<file path="src/rtl/frame_sequencer.sv">
// Frame controller for the 2x2 pixel array: erase, expose, ramp conversion, two row reads,
// and a valid/ready pixel stream. Strobes are registered and follow the state by one cycle.
module frame_sequencer #(
    parameter int DATA_W      = 8,
    parameter int ERASE_CYC   = 5,
    parameter int READ_SETTLE = 2,
    parameter int EXP_W       = 16
) (
    input  logic              clk,
    input  logic              reset,
    input  logic              start,
    input  logic              continuous,
    input  logic              abort,
    input  logic [EXP_W-1:0]  expose_len,
    input  logic [DATA_W-1:0] pix_col0,
    input  logic [DATA_W-1:0] pix_col1,
    output logic              erase,
    output logic              anaReset,
    output logic              expose,
    output logic              convert,
    output logic              read1,
    output logic              read2,
    output logic [DATA_W-1:0] ramp_code,
    output logic [DATA_W-1:0] out_data,
    output logic [1:0]        out_idx,
    output logic              out_valid,
    input  logic              out_ready,
    output logic              out_last,
    output logic              busy,
    output logic              frame_done
);

    localparam int CNT_W = ((EXP_W > DATA_W) ? EXP_W : DATA_W) + 1;
    localparam logic [CNT_W-1:0] ERASE_LAST = CNT_W'(ERASE_CYC - 1);
    localparam logic [CNT_W-1:0] RAMP_LAST  = CNT_W'((1 << DATA_W) - 1);
    localparam logic [CNT_W-1:0] READ_LAST  = CNT_W'(READ_SETTLE - 1);

    typedef enum logic [3:0] {
        IDLE, ERASE, EXPOSE, CONVERT, READ1, DRAIN1, READ2, DRAIN2, DONE
    } state_t;

    state_t            state, nextState;
    logic [CNT_W-1:0]  cnt;
    logic [EXP_W-1:0]  expLen;
    logic [DATA_W-1:0] pixBuf [2];
    logic              drainCol;
    logic              rowSel;
    logic              accept;
    logic              readExit;

    assign accept   = out_valid & out_ready;
    assign readExit = (state == READ1 || state == READ2) && (nextState != state);
    assign busy     = (state != IDLE);
    assign out_data = pixBuf[drainCol];
    assign out_idx  = {rowSel, drainCol};
    assign out_last = out_valid & rowSel & drainCol;

    always_comb begin
        nextState = state;
        case (state)
            IDLE:    if (start) nextState = ERASE;
            ERASE:   if (cnt == ERASE_LAST) nextState = EXPOSE;
            EXPOSE:  if (cnt == CNT_W'(expLen) - CNT_W'(1)) nextState = CONVERT;
            CONVERT: if (cnt == RAMP_LAST) nextState = READ1;
            READ1:   if (cnt == READ_LAST) nextState = DRAIN1;
            DRAIN1:  if (accept && drainCol) nextState = READ2;
            READ2:   if (cnt == READ_LAST) nextState = DRAIN2;
            DRAIN2:  if (accept && drainCol) nextState = DONE;
            DONE:    nextState = continuous ? ERASE : IDLE;
            default: nextState = IDLE;
        endcase
        if (abort) nextState = IDLE;
    end

    // cnt counts cycles spent in the current state, restarting on every transition
    always_ff @(posedge clk) begin
        if (!reset) begin
            state  <= IDLE;
            cnt    <= '0;
            expLen <= '0;
        end else begin
            state <= nextState;
            if (nextState != state || state == IDLE) cnt <= '0;
            else                                     cnt <= cnt + CNT_W'(1);
            if (state == IDLE && nextState == ERASE)
                expLen <= (expose_len == '0) ? EXP_W'(1) : expose_len;
        end
    end

    always_ff @(posedge clk) begin
        if (!reset || abort) begin
            erase      <= 1'b0;
            anaReset   <= 1'b0;
            expose     <= 1'b0;
            convert    <= 1'b0;
            read1      <= 1'b0;
            read2      <= 1'b0;
            ramp_code  <= '0;
            frame_done <= 1'b0;
            out_valid  <= 1'b0;
            drainCol   <= 1'b0;
            rowSel     <= 1'b0;
            pixBuf[0]  <= '0;
            pixBuf[1]  <= '0;
        end else begin
            erase      <= (state == ERASE);
            anaReset   <= (state == ERASE);
            expose     <= (state == EXPOSE);
            convert    <= (state == CONVERT);
            read1      <= (state == READ1);
            read2      <= (state == READ2);
            ramp_code  <= (state == CONVERT) ? cnt[DATA_W-1:0] : '0;
            frame_done <= (state == DONE);
            // Column buses are captured on the last settle cycle; column 0 is offered at once
            if (readExit) begin
                pixBuf[0] <= pix_col0;
                pixBuf[1] <= pix_col1;
                rowSel    <= (state == READ2);
                drainCol  <= 1'b0;
                out_valid <= 1'b1;
            end else if (accept) begin
                if (!drainCol) begin
                    drainCol <= 1'b1;
                end else begin
                    drainCol  <= 1'b0;
                    out_valid <= 1'b0;
                end
            end
        end
    end

endmodule
</file>
<file path="config.mk">
export PLATFORM = sky130hd
export DESIGN_NAME = frame_sequencer
export DESIGN_NICKNAME = d
export VERILOG_FILES = /design/src/rtl/frame_sequencer.sv
export SDC_FILE = /design/constraint.sdc
export NUM_CORES = 1
export LEC_CHECK = 0
export BUFFER_PORTS_ARGS = -buffer_cell sky130_fd_sc_hd__buf_2
export CAP_MARGIN = 0
export CELL_PAD_IN_SITES_DETAIL_PLACEMENT = 0
export CELL_PAD_IN_SITES_GLOBAL_PLACEMENT = 1
export CORE_UTILIZATION = 34
export CTS_BUF_LIST = sky130_fd_sc_hd__clkbuf_8
export CTS_CLUSTER_SIZE = 40
export DETAILED_ROUTE_END_ITERATION = 16
export PLACE_DENSITY = 0.64
export SLEW_MARGIN = 20
export SYNTH_ARGS = -nofsm -noshare
export SYNTH_HDL_FRONTEND = slang
export SYNTH_SLANG_ARGS = --single-unit
</file>
<file path="constraint.sdc">
create_clock -name clk -period 7.96 [get_ports clk]
set_clock_uncertainty 0.05 [all_clocks]
set_input_delay 1.592 -clock clk [delete_from_list [all_inputs] [get_ports clk]]
set_output_delay 1.592 -clock clk [all_outputs]
set_load 0.03 [all_outputs]
</file>
Word-level counts from Yosys, hierarchy flattened
Memory sizes are Yosys's and may differ from the RTL's. A register that Yosys moved wholly into a read port is not among the register bits. Index checks and enable logic that the tools add are counted.

Register bits after elaboration: 54. Latch bits: 0. Bits in writable memories: 16. Bits in read-only memories: 0. Input bits: 38. Output and inout port bits: 28. Logic and storage cells: 78. Memories: 1.

Memory list: pixBuf (words 2, bits a word 8, rd ports 1, clocked after memory_dff 1, wr ports 2, line 45) `logic [DATA_W-1:0] pixBuf [2];`.

Add/sub/neg operators: 2. Multipliers: 0. Div/mod/pow operators: 0. Magnitude comparators: 0. Equal/unequal tests: 14. Shift operators: 0. Mux-type cells: 25. Bitwise gates (word level): 7. Reduce and logical (&&, ||, !) cells: 16.

Operators with widths (count): $mux 4 (9); $pmux 4 s9 (1); $add 17x1->17 const B (1); $eq 17x1->1 const B (1); $eq 17x17->1 (1); $eq 17x3->1 const B (1); $eq 17x8->1 const B (1); $sub 16x1->17 const B (1); $eq 4x3->1 const B (4); $logic_not 16->1 (1); $mux 16 (1); $mux 8 (2); $mux 1 (12); $eq 4x1->1 const B (2); $eq 4x2->1 const B (2); $reduce_or 2->1 (3); $eq 4x4->1 const B (1); $logic_not 4->1 (1); $ne 4x4->1 (1); $reduce_bool 2->1 (2); $reduce_bool 4->1 (1); $and 1x1->1 (3); $logic_and 1x1->1 (3); $logic_or 1x1->1 (3); 4 further kinds (6).

Logic depth before layout (Yosys ltp)
Depth in word-level cells: 11. Mapped depth: 10. Depth with buffers taken out: 9.

Worst setup path after synthesis
OpenSTA, ideal clock, no wires.

Path type: input to register. From: input port out_ready. To: memory pixBuf[0][0], enable pin. Library setup time: 366 ps. Data arrival time: 3698 ps. Required time: 7544 ps. Path slack: 3846 ps. Cell stages on the path: 10. Buffers on the path: 1. Cells stage by stage: and2_1 ha_1 nor2b_1 o21ai_0 a211oi_1 or4_1 and2_1 clkbuf_1 o21ai_1 nand2_1.

RTL lines: start: declaration (line 27) `input logic out_ready,`; end: declaration (line 45).

==> reports/metrics.cfg <==
[routing]
first_pass_iters=4
via_count=3512
antenna_left=0
route.detailed.drc=0
drtIter0Drc=200
viasPerCell=5.31
wl_mm=10.2
wl_per_cell_um=15.4

[logic_synthesis]
synth_cell_types=59
syn_inst=468
synth_ff_type=dfxtp_1
ys_ff_latch=71
synthesis.area_um2=4160
synth_edf_count=16
ys_warn_count=0
ys_seq_area_share_pct=38.0
avgSynthCellArea_um2=8.89
synthArstFlopShare_pct=0
syn-num-nets=511

[die]
die_w_um=113
die_h_um=113
start_util_pct=34.8
die_area_um2=12700
core_area_um2=12000
io_pins=66
rows=40

[hold_path]
min_path_type=reg -> reg
holdPathEnd=rowSel$_SDFFE_PP0P_
min_from=rowSel$_SDFFE_PP0P_
min_path_cells=2

[clock_tree]
post_cts_buffers=0
clkLatencyLatePin_ps=350
cts_resized=0
path_clk_slew_ps=80
cts_sinks=71
htreeDepth=3
numCtsBuffers=9
clock_path_buffers=2
cts_tree=yes
cts.hold.buffers_added=0
cts_root_buf=clkbuf_8

[sta]
timing.final.crit_share_pct=52.9
fin_crit_ps=4210
slew_viol_final=0
slew_headroom_pct=32.7
grt_setup_unrepaired=no
worstMarginPinSlew_ps=1010
max_freq_mhz=237
hold_violations=0
finalSetupTns_ps=0
finalSetupViolCount=0

[worst_setup_path]
end_kind=register
r2r-end=pixBuf[0][0]$_SDFFCE_PN0P_
cp-start-kind=primary input
r2r-start=cnt[5]$_SDFF_PP0_
r2r_setup_slack_ps=4410
r2r_cells=7
crit_required_ps=7860
cp_max_fo=16
worstSetupPathType=in -> reg
critPathArrivalTime_ps=4110

[global_route]
grt_pass1_vias=3361
grt_overflow_total=0
antenna_found_initial=0
grt_first_pass_wirelength_mm=16.8
grt_usage_pct=16.7
grt_start_max_net_pins=37

[placed_design]
port_buffers=65
gp_congestion=0.795
hpwl_mm=7.30
numPlacedInstances=645

[layout]
fillers=1247
finish.net_count=552
final_cell_mix=buf_2 (65), dfxtp_1 (55), nand3_1 (53), nand2_1 (30), inv_1 (25)
drive_above_1_share_pct=22.4
diodes=0
final_common_cell=buf_2
fin_cells=661
syn_to_final_growth_pct=13.7

[power]
p_leak_nw=1.87
power_density_nw_per_um2=176
vdd_drop_max_mv=0.122

[flow_run]
cap_violations=0

[status]
status=finished clean

## cells in the mapped netlist, types with 3 or more instances
library cell  count  share of area [%]
dfxtp_1          55                 26
nand3_1          53                6.4
nand2_1          30                2.7
inv_1            25                2.3
xnor2_1          22                4.6
o21ai_0          21                2.5
clkbuf_1         20                1.8
nor2_1           20                1.8
nor4_1           17                2.6
edfxtp_1         16                 12
mux2i_1          16                3.8
nor3_1           13                1.6
a211oi_1         12                2.2
mux2_2           12                3.2
xor2_1           10                2.1
and2_1            9                1.4
and3_1            9                1.4
or4_1             8                1.4
a211oi_2          6                1.8
a21oi_1           6               0.72
buf_2             6               0.72
ha_1              5                1.5
nand2b_1          5               0.75
nand4_1           5               0.75
buf_1             4               0.36
buf_6             4                1.1
nand3b_1          4               0.72
o31ai_1           4               0.72
a31oi_1           3               0.45
buf_4             3               0.54
nand4b_1          3               0.63
nor3b_1           3               0.54
nor4b_1           3               0.63
o21bai_1          3               0.54
or3_1             3               0.45
## stage by stage
| stage | setup slack, ps | utilization (%) | total power, W | cell area [um2] | hold WS [ps] |
|---|---|---|---|---|---|
| 3_3_place_gp | 3490 | 37.6 | 0.000507 | 4500 | 423 |
| 2_1_floorplan | 3850 | - | 0.000480 | 4160 | 397 |
| 3_5_place_dp | 3450 | 37.6 | 0.000509 | 4500 | 432 |
| 4_1_cts | 3810 | 39.5 | 0.000837 | 4720 | 444 |
| 6_report | 3750 | 39.6 | 0.000831 | 4730 | 441 |
| 5_1_grt | 3520 | 39.6 | 0.000865 | 4730 | 470 |
## sequential cells by signal, summed over array words and instances (netlist names), 4 cells and up, named ones only
register	cells
expLen	16
pixBuf	16
state	4
cnt	17
ramp_code	8
## cell type report
cell class,count,area (um2),area share [%]
multi-input cells,334,2300,48.6
flip-flops and latches,71,1580,33.4
repair buffers,67,340,7.19
clock buffers,9,124,2.62
inverters,26,97.6,2.06
clock inverters,7,103,2.17
well taps,147,184,3.89
## per-layer routing
layer | up-vias | part of all wire [%] | global-route usage (%)
met5 | - | 0 | 0
li1 | 1773 | - | -
met3 | 8 | 4.0 | 3.24
met4 | 0 | 1.2 | 5.33
met2 | 60 | 46 | 27.4
met1 | 1671 | 48 | 22.1
## where the power goes
part           total, W  internal, W  switching [W]
sequential     0.000386     0.000377     0.00000905
clock          0.000331     0.000180       0.000151
combinational  0.000114    0.0000464      0.0000674
## how the worst max path moves through the flow
| stage | start | to | depth (start not counted) | slack, ps |
|---|---|---|---|---|
| after CTS | out_ready | pixBuf[1][5]$_SDFFCE_PN0P_ | 10 | 3810 |
| after global placement | out_ready | pixBuf[0][1]$_SDFFCE_PN0P_ | 10 | 3490 |
| final | out_ready | pixBuf[0][0]$_SDFFCE_PN0P_ | 10 | 3750 |
| after global routing | out_ready | pixBuf[0][0]$_SDFFCE_PN0P_ | 10 | 3520 |
| after floorplan | out_ready | pixBuf[0][0]$_SDFFCE_PN0P_ | 10 | 3850 |
| after detailed placement | out_ready | pixBuf[1][5]$_SDFFCE_PN0P_ | 10 | 3450 |
## worst max-delay path, stage by stage
cell and delay [ps]:
buf_2 90, and2_1 160, ha_1 220, nor2b_1 60, o21ai_0 150, a211oi_1 120, or4_1 640, and2_1 300
o21ai_1 300, nand2_1 470
## cells by family (layout without fill, tap and decap cells)
group / Yosys count / after routing / synth area share, %
compound gates: 73 / 73 / 13.2
xor+xnor: 32 / 32 / 6.74
fa+ha+maj: 5 / 5 / 1.50
buf+inv: 63 / 109 / 6.86
flops: 71 / 71 / 38.0
mux: 28 / 28 / 7.10
simple gates: 196 / 196 / 26.6
No activity file was read; power rests on OpenSTA's default activity.
